$ cat config.mk
export PLATFORM = sky130hd
export DESIGN_NAME = traffic_conflict_monitor_flat
export DESIGN_NICKNAME = d
export VERILOG_FILES = /design/src/rtl/traffic_pkg.sv /design/src/rtl/traffic_conflict_monitor_if.sv /design/src/rtl/lamp_dir_checker.sv /design/src/rtl/traffic_conflict_monitor.sv /design/src/flat_wrapper.sv
export SDC_FILE = /design/constraint.sdc
export NUM_CORES = 1
export LEC_CHECK = 0
export CAP_MARGIN = 20
export CELL_PAD_IN_SITES_DETAIL_PLACEMENT = 2
export CELL_PAD_IN_SITES_GLOBAL_PLACEMENT = 2
export CORE_MARGIN = 2
export CORE_UTILIZATION = 40
export CTS_BUF_LIST = sky130_fd_sc_hd__clkbuf_2
export CTS_CLUSTER_SIZE = 14
export DETAILED_ROUTE_END_ITERATION = 6
export HOLD_SLACK_MARGIN = 0.06
export PLACE_DENSITY = 0.84
export SLEW_MARGIN = 40
export SYNTH_ARGS = -nofsm -noshare
export SYNTH_HDL_FRONTEND = slang
export SYNTH_SLANG_ARGS = --single-unit
$ cat constraint.sdc
create_clock -name clk -period 2.9 [get_ports clk]
set_clock_uncertainty 0.05 [all_clocks]
set_input_delay 0.435 -clock clk [delete_from_list [all_inputs] [get_ports clk]]
set_output_delay 0.435 -clock clk [all_outputs]
set_load 0.02 [all_outputs]
$ cat src/rtl/traffic_pkg.sv
// Shared types and constants for the junction lamp safety monitor.
package traffic_pkg;

  // Direction indices into the 4-bit lamp vectors.
  localparam int unsigned DIR_E = 0;
  localparam int unsigned DIR_N = 1;
  localparam int unsigned DIR_W = 2;
  localparam int unsigned DIR_S = 3;

  // Decoded state of one signal head.
  typedef enum logic [1:0] {
    DirRed,
    DirYellow,
    DirGreen,
    DirInvalid
  } dir_state_e;

  // Latched fault codes.
  localparam logic [2:0] FC_NONE     = 3'd0;
  localparam logic [2:0] FC_CONFLICT = 3'd1;
  localparam logic [2:0] FC_LAMP     = 3'd2;
  localparam logic [2:0] FC_SKIP_Y   = 3'd3;
  localparam logic [2:0] FC_SHORT_Y  = 3'd4;

  // Monitor FSM states.
  typedef enum logic [1:0] {
    StMonitor,
    StFault,
    StClear
  } mon_state_e;

  // Exactly one lit lamp gives a valid state; anything else is INVALID.
  function automatic dir_state_e decode_dir(logic g, logic y, logic r);
    dir_state_e st;
    unique case ({g, y, r})
      3'b100:  st = DirGreen;
      3'b010:  st = DirYellow;
      3'b001:  st = DirRed;
      default: st = DirInvalid;
    endcase
    return st;
  endfunction

endpackage

$ cat src/rtl/traffic_conflict_monitor_if.sv
// Lamp drive bundle from the controller plus the monitor's fault outputs.
interface traffic_conflict_monitor_if;
  logic [3:0] green;
  logic [3:0] yellow;
  logic [3:0] red;
  logic       mode_select;
  logic       fault_clear;
  logic       fault;
  logic [2:0] fault_code;
  logic       force_red;
  logic       flash;

  // Upstream side: drives lamps and operator clear, observes the monitor.
  modport master (
    output green, yellow, red, mode_select, fault_clear,
    input  fault, fault_code, force_red, flash
  );

  // Monitor side.
  modport slave (
    input  green, yellow, red, mode_select, fault_clear,
    output fault, fault_code, force_red, flash
  );
endinterface

$ cat src/rtl/lamp_dir_checker.sv
// Per-direction lamp checker: state decode, INVALID persistence counter,
// yellow-duration counter and RED-entry transition checks.
module lamp_dir_checker
  import traffic_pkg::*;
#(
  parameter int unsigned LAMP_TOL       = 4,
  parameter int unsigned YELLOW_MIN_CYC = 80_000_000
) (
  input  logic clk,
  input  logic p_reset,
  input  logic en,        // monitoring active: advance counters and previous sample
  input  logic clr,       // one-cycle clear after an accepted fault clear
  input  logic g,
  input  logic y,
  input  logic r,
  output logic open,
  output logic lamp_err,
  output logic skip_err,
  output logic short_err
);

  localparam int unsigned LW = $clog2(LAMP_TOL + 1);
  localparam int unsigned YW = $clog2(YELLOW_MIN_CYC + 1);
  localparam logic [LW-1:0] LampMax  = LW'(LAMP_TOL);
  localparam logic [LW-1:0] LampLast = LW'(LAMP_TOL - 1);
  localparam logic [YW-1:0] YelMax   = YW'(YELLOW_MIN_CYC);

  dir_state_e    cur;
  dir_state_e    prev_q, prev_d;
  logic [LW-1:0] lamp_q, lamp_d;
  logic [YW-1:0] yel_q, yel_d;

  // Next-state for the previous sample and both counters.
  always_comb begin
    cur    = decode_dir(g, y, r);
    prev_d = prev_q;
    lamp_d = lamp_q;
    yel_d  = yel_q;
    if (clr) begin
      prev_d = DirRed;
      lamp_d = '0;
      yel_d  = '0;
    end else if (en) begin
      prev_d = cur;
      if (cur == DirInvalid) begin
        if (lamp_q != LampMax) lamp_d = lamp_q + 1'b1;
      end else begin
        lamp_d = '0;
      end
      // Entry cycle counts as the first yellow cycle.
      if (cur == DirYellow) begin
        if (prev_q != DirYellow) yel_d = YW'(1);
        else if (yel_q != YelMax) yel_d = yel_q + 1'b1;
      end
    end
  end

  // State registers with synchronous active-low reset.
  always_ff @(posedge clk) begin
    if (!p_reset) begin
      prev_q <= DirRed;
      lamp_q <= '0;
      yel_q  <= '0;
    end else begin
      prev_q <= prev_d;
      lamp_q <= lamp_d;
      yel_q  <= yel_d;
    end
  end

  // Error flags; lamp_err fires on the cycle the counter would reach LAMP_TOL.
  always_comb begin
    open      = (cur == DirGreen) || (cur == DirYellow);
    lamp_err  = (cur == DirInvalid) && (lamp_q >= LampLast);
    skip_err  = (prev_q == DirGreen) && (cur == DirRed);
    short_err = (prev_q == DirYellow) && (cur == DirRed) && (yel_q < YelMax);
  end

endmodule

$ cat src/rtl/traffic_conflict_monitor.sv
// Junction lamp safety monitor: samples the lamp drives, checks for conflicts,
// invalid heads and bad yellow phases, and latches the first fault.
module traffic_conflict_monitor
  import traffic_pkg::*;
#(
  parameter int unsigned CLK_HZ       = 40_000_000,
  parameter int unsigned YELLOW_MIN_S = 2,
  parameter int unsigned LAMP_TOL     = 4
) (
  input logic                       clk,
  input logic                       p_reset,
  traffic_conflict_monitor_if.slave bus
);

  localparam int unsigned YELLOW_MIN_CYC = YELLOW_MIN_S * CLK_HZ;
  localparam int unsigned TW = (CLK_HZ > 1) ? $clog2(CLK_HZ) : 1;
  localparam logic [TW-1:0] TickLast = TW'(CLK_HZ - 1);

  logic [3:0] s_green, s_yellow, s_red;
  logic       s_mode;
  logic [3:0] open, lamp_err, skip_err, short_err;
  logic       conflict, all_red, tick, en, clr;
  logic [2:0] raised;

  mon_state_e    state_q, state_d;
  logic [2:0]    code_q, code_d;
  logic [TW-1:0] tick_q, tick_d;
  logic          flash_q, flash_d;

  // Sample stage: every check works from registered lamp inputs.
  always_ff @(posedge clk) begin
    if (!p_reset) begin
      s_green  <= 4'h0;
      s_yellow <= 4'h0;
      s_red    <= 4'hf;
      s_mode   <= 1'b0;
    end else begin
      s_green  <= bus.green;
      s_yellow <= bus.yellow;
      s_red    <= bus.red;
      s_mode   <= bus.mode_select;
    end
  end

  assign en  = (state_q == StMonitor);
  assign clr = (state_q == StClear);

  for (genvar i = 0; i < 4; i++) begin : g_dir
    lamp_dir_checker #(
      .LAMP_TOL       (LAMP_TOL),
      .YELLOW_MIN_CYC (YELLOW_MIN_CYC)
    ) u_dir (
      .clk       (clk),
      .p_reset   (p_reset),
      .en        (en),
      .clr       (clr),
      .g         (s_green[i]),
      .y         (s_yellow[i]),
      .r         (s_red[i]),
      .open      (open[i]),
      .lamp_err  (lamp_err[i]),
      .skip_err  (skip_err[i]),
      .short_err (short_err[i])
    );
  end

  // Conflict detection and fault priority encoding.
  always_comb begin
    if (s_mode) begin
      // Only E+W or N+S may be open together.
      conflict = (open[DIR_E] | open[DIR_W]) & (open[DIR_N] | open[DIR_S]);
    end else begin
      conflict = (open & (open - 4'd1)) != 4'd0;
    end
    all_red = (s_red == 4'hf) && (s_green == 4'h0) && (s_yellow == 4'h0);
    raised  = FC_NONE;
    if (conflict)          raised = FC_CONFLICT;
    else if (|lamp_err)    raised = FC_LAMP;
    else if (|skip_err)    raised = FC_SKIP_Y;
    else if (|short_err)   raised = FC_SHORT_Y;
  end

  assign tick = (tick_q == TickLast);

  // FSM next-state, fault latch, tick counter and flash toggle.
  always_comb begin
    state_d = state_q;
    code_d  = code_q;
    tick_d  = tick ? '0 : tick_q + 1'b1;
    flash_d = flash_q;
    unique case (state_q)
      StMonitor: begin
        if (raised != FC_NONE) begin
          state_d = StFault;
          code_d  = raised;
          tick_d  = '0;
          flash_d = 1'b1;
        end
      end
      StFault: begin
        if (tick) flash_d = ~flash_q;
        if (bus.fault_clear && all_red) state_d = StClear;
      end
      StClear: begin
        state_d = StMonitor;
        code_d  = FC_NONE;
        flash_d = 1'b0;
      end
      default: state_d = StMonitor;
    endcase
  end

  // FSM and output registers.
  always_ff @(posedge clk) begin
    if (!p_reset) begin
      state_q <= StMonitor;
      code_q  <= FC_NONE;
      tick_q  <= '0;
      flash_q <= 1'b0;
    end else begin
      state_q <= state_d;
      code_q  <= code_d;
      tick_q  <= tick_d;
      flash_q <= flash_d;
    end
  end

  assign bus.fault      = (state_q != StMonitor);
  assign bus.force_red  = (state_q != StMonitor);
  assign bus.fault_code = code_q;
  assign bus.flash      = flash_q;

endmodule

$ cat src/flat_wrapper.sv
// flat-port wrapper written by rule: the top's interface ports become plain ports
module traffic_conflict_monitor_flat import traffic_pkg::*;
#(
  parameter int unsigned CLK_HZ       = 40_000_000,
  parameter int unsigned YELLOW_MIN_S = 2,
  parameter int unsigned LAMP_TOL     = 4
)
  (clk, p_reset, bus_green, bus_yellow, bus_red, bus_mode_select, bus_fault_clear, bus_fault, bus_fault_code, bus_force_red, bus_flash);
  traffic_conflict_monitor_if bus_i ();
  input logic clk;
  input logic p_reset;
  input wire logic [$bits(bus_i.green)-1:0] bus_green;
  input wire logic [$bits(bus_i.yellow)-1:0] bus_yellow;
  input wire logic [$bits(bus_i.red)-1:0] bus_red;
  input wire logic [$bits(bus_i.mode_select)-1:0] bus_mode_select;
  input wire logic [$bits(bus_i.fault_clear)-1:0] bus_fault_clear;
  output wire logic [$bits(bus_i.fault)-1:0] bus_fault;
  output wire logic [$bits(bus_i.fault_code)-1:0] bus_fault_code;
  output wire logic [$bits(bus_i.force_red)-1:0] bus_force_red;
  output wire logic [$bits(bus_i.flash)-1:0] bus_flash;
  assign bus_i.green = bus_green;
  assign bus_i.yellow = bus_yellow;
  assign bus_i.red = bus_red;
  assign bus_i.mode_select = bus_mode_select;
  assign bus_i.fault_clear = bus_fault_clear;
  assign bus_fault = bus_i.fault;
  assign bus_fault_code = bus_i.fault_code;
  assign bus_force_red = bus_i.force_red;
  assign bus_flash = bus_i.flash;
  traffic_conflict_monitor #(.CLK_HZ(CLK_HZ), .YELLOW_MIN_S(YELLOW_MIN_S), .LAMP_TOL(LAMP_TOL)) u_core (.clk(clk), .p_reset(p_reset), .bus(bus_i));
endmodule
# After elaboration in Yosys (flattened, before gate mapping)
# Cells that the tools add are included.
[classes]
addsub = 10
magnitude_cmp = 8
eq_ne = 55
mux = 36
n_bitwise = 6
reduce_logical = 54
[ops]
columns = ["op", "count"]
rows = [
  ["$mux W27", 8],
  ["$add A27 B1 Y27 const B", 4],
  ["$lt A27 B27 Y1 const B", 4],
  ["$ne A27 B27 Y1 const B", 4],
  ["$mux W26", 3],
  ["$mux W3", 13],
  ["$add A26 B1 Y26 const B", 1],
  ["$eq A2 B2 Y1 const B", 13],
  ["$eq A26 B26 Y1 const B", 1],
  ["$pmux W2 S3", 4],
  ["$logic_and A1 B1 Y1", 19],
  ["$eq A2 B1 Y1 const B", 9],
  ["$reduce_and A3 Y1", 5],
  ["$add A3 B1 Y3 const B", 4],
  ["$eq A3 B1 Y1 const B", 4],
  ["$eq A3 B2 Y1 const B", 4],
  ["$eq A3 B3 Y1 const B", 4],
  ["$ge A3 B2 Y1 const B", 4],
  ["$ne A2 B1 Y1 const B", 6],
  ["$ne A3 B3 Y1 const B", 4],
  ["$reduce_and A2 Y1", 6],
  ["$reduce_bool A2 Y1", 6],
  ["$reduce_or A4 Y1", 3],
  ["$logic_not A2 Y1", 5],
  ["other kinds (17)", 31],
]
[word_totals]
reg_bits = 173
out_inout_bits = 6
wordCells = 189

# Longest topological paths before layout
# Gate-level depths: netlist of the first run.
[depth]
depth_word = 13
mapped_depth = 11

# Modules after synthesis
# From an unflattened synthesis of the first run, not the netlist that was laid out.
[hier_totals]
cells_unflattened = 1269
hier_area_um2 = 10132.2
[modules_own_cells]
columns = ["mod", "n_inst", "cells_per_inst", "area_each_um2", "seq_area_each_um2"]
rows = [
  ["lamp_dir_checker", 4, 261, 2015.7, 640.6],
  ["traffic_conflict_monitor", 1, 225, 2069.5, 900.9],
]

# Least setup slack after synthesis of the first run
# OpenSTA, ideal clock, no wires.
[synth_timing]
kind = "register to register"
start = "reg u_core.s_red[0]"
end = "reg u_core.g_dir[0].u_dir.yel_q[26]"
setup_ns = 0.128
arrival_time_ns = 2.315
required_ns = 2.722
path_slack_ns = 0.407
path_stages_with_launch = 11
n_path_buf = 1
cell_sequence = "dfxtp_1 nand2b_1 a21oi_1 ha_1 or3b_2 buf_2 nor2_4 nand3_1 nor4_1 xnor2_1 nor2_1"
[synth_between]
elab_chain_cells = 4
[synth_lines]
columns = ["item", "line", "text"]
rows = [
  ["start: declaration", "traffic_conflict_monitor.sv:19", "logic [3:0] s_green, s_yellow, s_red;"],
  ["start signal: assignment", "traffic_conflict_monitor.sv:40", "s_red <= bus.red;"],
  ["$eq A3 B1 Y1, or another cell as far along", "traffic_pkg.sv:35", "unique case ({g, y, r})"],
  ["$pmux W2 S3 *", "traffic_pkg.sv:35", ""],
  ["$eq A2 B1 Y1 *", "lamp_dir_checker.sv:51", "if (cur == DirYellow) begin"],
  ["$reduce_and A3 Y1 (no source line) *", "--", ""],
  ["end signal: assignment", "lamp_dir_checker.sv:67", "yel_q <= yel_d;"],
  ["end: declaration", "lamp_dir_checker.sv:31", "logic [YW-1:0] yel_q, yel_d;"],
]
# Every way passes the cells marked *; elsewhere a longest branch is shown, timed or not.
# A chain may end at the register's enable or synchronous reset.

# Worst setup path after layout of the first run
[layout_timing]
start = "reg u_core.state_q[0]"
end = "out bus_force_red"
[layout_between]
elab_chain_cells = 1
[layout_lines]
columns = ["item", "line", "text"]
rows = [
  ["start: declaration", "traffic_conflict_monitor.sv:25", "mon_state_e state_q, state_d;"],
  ["start signal: assignment", "traffic_conflict_monitor.sv:116", "state_q <= StMonitor;"],
  ["start signal: assignment", "traffic_conflict_monitor.sv:121", "state_q <= state_d;"],
  ["$reduce_bool A2 Y1", "traffic_conflict_monitor.sv:129", "assign bus.force_red = (state_q != StMonitor);"],
  ["end: declaration", "flat_wrapper.sv:19", "output wire logic [$bits(bus_i.force_red)-1:0] bus_force_red;"],
]
# No other way between the ends.

==> results.md, run 1 <==
* TritonRoute pass-1 iters at 4
* Max Fclk at 364 MHz
* Sequential area share after synthesis at 39.8%
* Post-Synth XOR/XNOR Area at 12.1%
* Multi-input logic area at 4970 µm²
* Internal Power at 3.17 mW
* Core Area at 21200 µm²
* Syn-to-layout area delta at 10.9%
* Reg-to-reg setup timing slack at 0.16 ns
* WL per Instance at 18.7 µm
* Clock Tree Root: clkbuf_2
* Async SR Flop Fraction at 0%
* Fraction of the mapped netlist area in compound gates at 8.32%
* Die Width at 151 µm
* Leakage at 3.40 nW
* Starting Density at 41.1%
* CP endpoint kind: output port
* WHS at 0.124 ns
* Avg Cell Area, Syn at 8.30 µm²
* Worst vdd ir at 0.288 mV
* EDFF count, synth at 0
* CTS tree: yes
* Die Span Y at 151 µm
* Antenna-violating nets left at 0
* Number of port buffers at 21
* Vias post-DR at 7583
* Status: finished, final reports clean
* Slew Viols, Final at 0
* Largest net degree at the start of global routing at 29
* Slew headroom at 47.3%
* Global-route wire length before repair at 43.0 mm
* Num rows at 53
* Pwr/cell area at 476 nW/µm²
* Die area at 22900 µm²
* Post-DP Area at 9310 µm²
* Largest family of logic cells by synthesized area: simple AND/OR/NAND/NOR gates
* Vias in the first global route at 8288
* CTS buffer count at 17
* Synth Area in Adders at 4.32%
* Final worst slack at 0.152 ns
* Commonest non-fill, non-tap cell in the layout: nor2_1
* Unique masters post-synth at 65
* Combinational Power Share at 13.7%
* Detailed Route Iter0 Violations at 229
* GP Congestion at 0.761
* Via/cell ratio at 5.53
* Mapped Cells at 1048
* CTS Sinks at 173
* Worst EP arrival at 2.26 ns
* Crit share post-route at 94.8%
* Share of cells above drive strength 1 at 8.30%
* FF+latch count, synth at 173
* Post-Place Cells at 1338
* Detailed Place HPWL at 17.8 mm
* Synth Flop Type: dfxtp_1
* Clock Power Share at 31.7%
* Top Ports at 22
* Commonest cells after routing, fill and taps aside: nor2_1 (173), dfxtp_1 (170), nand2_1 (95)
* Grt total ovfl at 0
* Worst setup SP type: flip-flop
* Psw at 1.42 mW
* Setup tns final at 0 ns
* Post-synthesis cell area at 8700 µm²
* HP Class: input port to flip-flop
* Endpoints failing hold at 0
* Maximum fanout along the worst path at 12
* Syn Nets at 1094
* PnR Total Power at 4.59 mW
* Post-synthesis simple-gate area fraction at 31.2%
* Reg clk slew, reported paths at 0.28 ns
* Place WS at 0.168 ns
* Max-Cap Viols at 0
* Worst-Margin Slew at 0.790 ns
* Routed wire length at 25.7 mm
* Final Cell Area at 9640 µm²
* Final setup fails at 0
* Reg area at 3470 µm²
* Fillers at 2367
* Clk_lat worst skew at 0.82 ns
* # DRC at 0
* Non-Filler Instances at 1372
* Fin crit period at 2.75 ns
* Bufs on Longest Clock Path at 2
* Initial antenna violation count at 1
* H-tree Lvls at 4
* Worst Path Required at 2.41 ns
* Mux share of post-synthesis cell area at 0.590%
* Setup CP Type: flip-flop to output port
* Yosys warns at 0
* Sw frac at 30.9%
* Seq pwr share at 54.6%
* Gr usage total at 23.7%
* Hold-fix buffers, CTS at 0
* Final nets at 1130
* Fin util at 45.6%
-- kinds of logic after synthesis --
kind of cell | after synthesis
buffers and inverters | 79
AO/OA/AOI/OAI | 106
XOR/XNOR | 120
adder cells (fa/ha/maj) | 30
AND/OR/NAND/NOR | 535
multiplexers | 5
flip-flops | 173
-- critical path, stage by stage, from the launching register on --
cell and delay [ns]:
dfxtp_4 0.46, nor2_1 0.08, buf_4 0.18, inv_1 0.13
clkdlybuf4s50_1 0.62
-- routing by layer --
layer | part of all wire (%) | wire, µm | global-route usage (%)
met5 | 0 | 0 | 0
met4 | 1.2 | 317 | 5.75
met3 | 2.2 | 569 | 3.46
met2 | 51 | 13100 | 42.2
met1 | 46 | 11700 | 30.0
-- flip-flops by register name, summed over array words and instances, names as in the netlist --
signal / count
u_core.g_dir.u_dir.yel_q: 108
u_core.tick_q: 26
u_core.g_dir.u_dir.lamp_q: 12
u_core.g_dir.u_dir.prev_q: 8
u_core.s_green: 4
u_core.s_red: 4
u_core.s_yellow: 4
u_core.bus.fault_code: 3
u_core.state_q: 2
u_core.bus.flash: 1
u_core.s_mode: 1
-- Yosys cell counts (3+ instances only) --
master	n	area share (%)
or3b_2	4	0.40
xnor2_1	63	6.3
mux2i_1	4	0.46
xor2_1	57	5.7
a22o_1	3	0.30
a22oi_1	10	0.86
a211o_1	4	0.40
o21ai_0	24	1.4
inv_1	47	2.0
a21boi_0	3	0.26
nor2b_1	15	1.1
nor4_1	17	1.2
nor4b_1	5	0.50
nand2_1	95	4.1
a21oi_1	23	1.3
a31oi_1	5	0.36
o21ai_1	4	0.23
o211ai_1	6	0.52
dfxtp_1	173	40
or2_2	3	0.22
clkbuf_1	25	1.1
nor2_1	173	7.5
and4_1	11	1.1
nand3b_1	4	0.35
nand4_1	44	3.2
and3_1	16	1.2
ha_1	30	4.3
and2_1	15	1.1
nand2b_1	9	0.65
nor3_1	26	1.5
nand3_1	62	3.6
or3_1	7	0.50
o22ai_1	5	0.36
or4_1	3	0.26
buf_2	3	0.17
nor3b_1	10	0.86
or4b_2	3	0.35
-- power by group through the flow --
| stage | Sequential [mW] | Clock [mW] | Combinational, mW |
|---|---|---|---|
| 3_5_place_dp | 2.55 | 0 | 0.590 |
| 5_1_grt | 2.52 | 1.61 | 0.694 |
| 4_1_cts | 2.51 | 1.50 | 0.606 |
| 2_1_floorplan | 2.53 | 0 | 0.389 |
| 6_report | 2.51 | 1.45 | 0.631 |
| 3_3_place_gp | 2.54 | 0 | 0.561 |
-- cell type report --
type                       count  share of cell area (%)
inverter                      47                    1.83
antenna                        1                  0.0260
timing repair buffer          48                    4.28
clock buffer                  17                   0.882
sequential                   173                    36.0
multi-input combinational    797                    51.5
clock inverter                14                    1.89
tap                          275                    3.57
-- what timing repair did --
item | CTS | global route
setup endpoints to repair | 2 | 38
gates cloned | 0 | 1
pin swaps | 0 | 3
gates resized for setup | 2 | 11
buffers inserted | 0 | 1
-- path summary, 6_finish.rpt --
path / end / from / cells past startpoint
worst max-delay path: bus_force_red / u_core.state_q[0] / 4
worst max register to register: u_core.g_dir[0].u_dir.yel_q[26] / u_core.s_red[0] / 9
worst min register to register: u_core.g_dir[3].u_dir.prev_q[1] / u_core.g_dir[3].u_dir.prev_q[1] / 2
worst min-delay path: u_core.s_red[1] / bus_red[1] / 2
Note: power is estimated with default switching activity, not from simulation.
==> inputs of run 2 (changes only) <==
CORE_ASPECT_RATIO = 2   (was default)
TNS_END_PERCENT = 30   (was default)
==> run 2 against run 1 <==
Net effect: wire length rose by 9.9%; non-clock buffer count up 18; worst hold slack better by 0.044 ns; core utilization fell by 0.28 points; combinational power rose by 10%; power shrank 4.3%; final cell count up 1.2%; sequential power is essentially flat; sequential share of layout area shrank 0.39 points; die area grew 0.31%; sequential cell count unchanged; largest power group unchanged.
==> results.md, run 2 (synthesis results as in run 1) <==
* Setup CP Type: flip-flop to flip-flop
* Global-route wire length before repair at 45.5 mm
* Antenna-violating nets left at 0
* H-tree Lvls at 4
* Pwr/cell area at 451 nW/µm²
* Reg-to-reg setup timing slack at 0.09 ns
* Fin crit period at 2.81 ns
* Bufs and invs on worst path at 1
* Routed wire length at 28.2 mm
* Seq pwr share at 57.0%
* Num rows at 76
* Endpoints failing hold at 0
* Die Span Y at 213 µm
* Clock Tree Root: clkbuf_2
* Detailed Route Iter0 Violations at 222
* Bufs on Longest Clock Path at 2
* Commonest non-fill, non-tap cell in the layout: nor2_1
* Slew headroom at 47.8%
* Share of cells above drive strength 1 at 8.97%
* Via/cell ratio at 5.64
* Status: finished, final reports clean
* CP startpoint: u_core.s_red[1]
* TritonRoute pass-1 iters at 5
* Worst-Margin Slew at 0.776 ns
* Reg clk slew, reported paths at 0.33 ns
* Reg2Reg Launch Point: u_core.s_red[1]
* Top Ports at 22
* Top Registers: u_core.g_dir.u_dir.yel_q: 108 flops, u_core.tick_q: 26 flops, u_core.g_dir.u_dir.lamp_q: 12 flops
* Combinational Power Share at 15.8%
* Max Fclk at 356 MHz
* CP endpoint kind: flip-flop
* Leakage at 3.46 nW
* Number of port buffers at 21
* Clk_lat worst skew at 0.91 ns
* Slew Viols, Final at 0
* PnR Total Power at 4.39 mW
* Sw frac at 31.7%
* Reg2Reg Capture Point: u_core.tick_q[5]
* Max-Cap Viols at 0
* Syn-to-layout area delta at 12.0%
* Gr usage total at 25.4%
* Worst Path Required at 3.63 ns
* Vias post-DR at 7835
* Sequence of cells on the critical path: xnor2_2 > nor2_1 > ha_1 > and3_1 > a221o_1 > nor4b_4 > buf_4 > a21oi_4 > nor3b_1
* Final nets at 1148
* Die area at 23000 µm²
* Slowest CP cell: dfxtp_2
* Depth of the worst register-to-register path at 9
* Vias in the first global route at 8865
* WL per Instance at 20.3 µm
* HP Class: input port to flip-flop
* CTS Sinks at 173
* Detailed Place HPWL at 19.7 mm
* Top delay family on crit path: simple AND/OR/NAND/NOR gates
* Worst EP arrival at 3.54 ns
* Psw at 1.39 mW
* Crit share post-route at 96.9%
* Unrepaired setup endpoints after global routing: true
* Worst setup SP type: flip-flop
* Top reg by flops: u_core.g_dir.u_dir.yel_q
* GP Congestion at 0.810
* Max reg flops at 108
* Crit path to: u_core.tick_q[5]
* Clock Power Share at 27.2%
* Die Width at 108 µm
* Largest net degree at the start of global routing at 27
* Commonest cells after routing, fill and taps aside: nor2_1 (172), dfxtp_1 (169), nand2_1 (95)
* Max incr delay on CP at 0.44 ns
* Grt total ovfl at 0
* Maximum fanout along the worst path at 13
* # DRC at 0
* Starting Density at 40.5%
* Initial antenna violation count at 1
* Setup tns final at 0 ns
* Core Area at 21500 µm²
* CTS tree: yes
* Critical path depth at 9
* Internal Power at 3.00 mW
* Final setup fails at 0
* WHS at 0.169 ns
* Worst vdd ir at 0.253 mV
* CTS buffer count at 17
## run 2: power groups by stage
stage / Clock [mW] / Sequential [mW] / Combinational, mW
after floorplan: 0 / 2.53 / 0.389
after global placement: 0 / 2.54 / 0.598
after detailed placement: 0 / 2.54 / 0.625
after CTS: 1.23 / 2.50 / 0.642
after global routing: 1.33 / 2.51 / 0.745
final: 1.19 / 2.50 / 0.695
## run 2: worst min-delay path by stage
stage          cells past startpoint                       end                startpoint  slack, ns
6_report                           2        u_core.s_yellow[3]             bus_yellow[3]       0.17
5_1_grt                            2           u_core.s_red[3]                bus_red[3]       0.09
4_1_cts                            2           u_core.s_red[3]                bus_red[3]       0.06
3_5_place_dp                       2  u_core.bus.fault_code[2]  u_core.bus.fault_code[2]       0.42
3_3_place_gp                       2  u_core.bus.fault_code[2]  u_core.bus.fault_code[2]       0.41
2_1_floorplan                      1          u_core.tick_q[0]          u_core.tick_q[0]       0.40
## run 2: stage by stage
step                      setup slack, ns  std cells  util [%]  instance area, µm²
after floorplan                     0.407       1048         -                8700
after global placement              0.264       1339      43.4                9330
after detailed placement            0.162       1339      43.5                9340
after CTS                           0.123       1381      44.8                9630
after global routing              -0.0332       1389      45.3                9740
final                              0.0895       1389      45.3                9740
## run 2: metal layers
| layer | track usage (%) | share of wire [%] | vias up |
|---|---|---|---|
| met2 | 51.9 | 59 | 99 |
| met1 | 23.3 | 35 | 3963 |
| li1 | - | - | 3710 |
| met3 | 4.29 | 2.0 | 63 |
| met4 | 11.8 | 4.1 | 0 |
| met5 | 0 | 0 | - |
## run 2: repair_timing
action,in CTS,in global routing
pin swaps,0,3
hold buffers,10,0
gates resized for setup,3,11
gates cloned,0,1
hold endpoints to repair,10,0
setup buffers,0,6
endpoints found under the setup margin,2,35
## run 2: layout make-up
cell class              count  area (µm²)
diodes                      1        2.50
clock buffers              22         110
clock inverters            10        73.8
fillers                  2513       11800
inverters                  47         176
multi-input cells         797        4990
flip-flops and latches    173        3470
well taps                 273         342
repair buffers             66         573
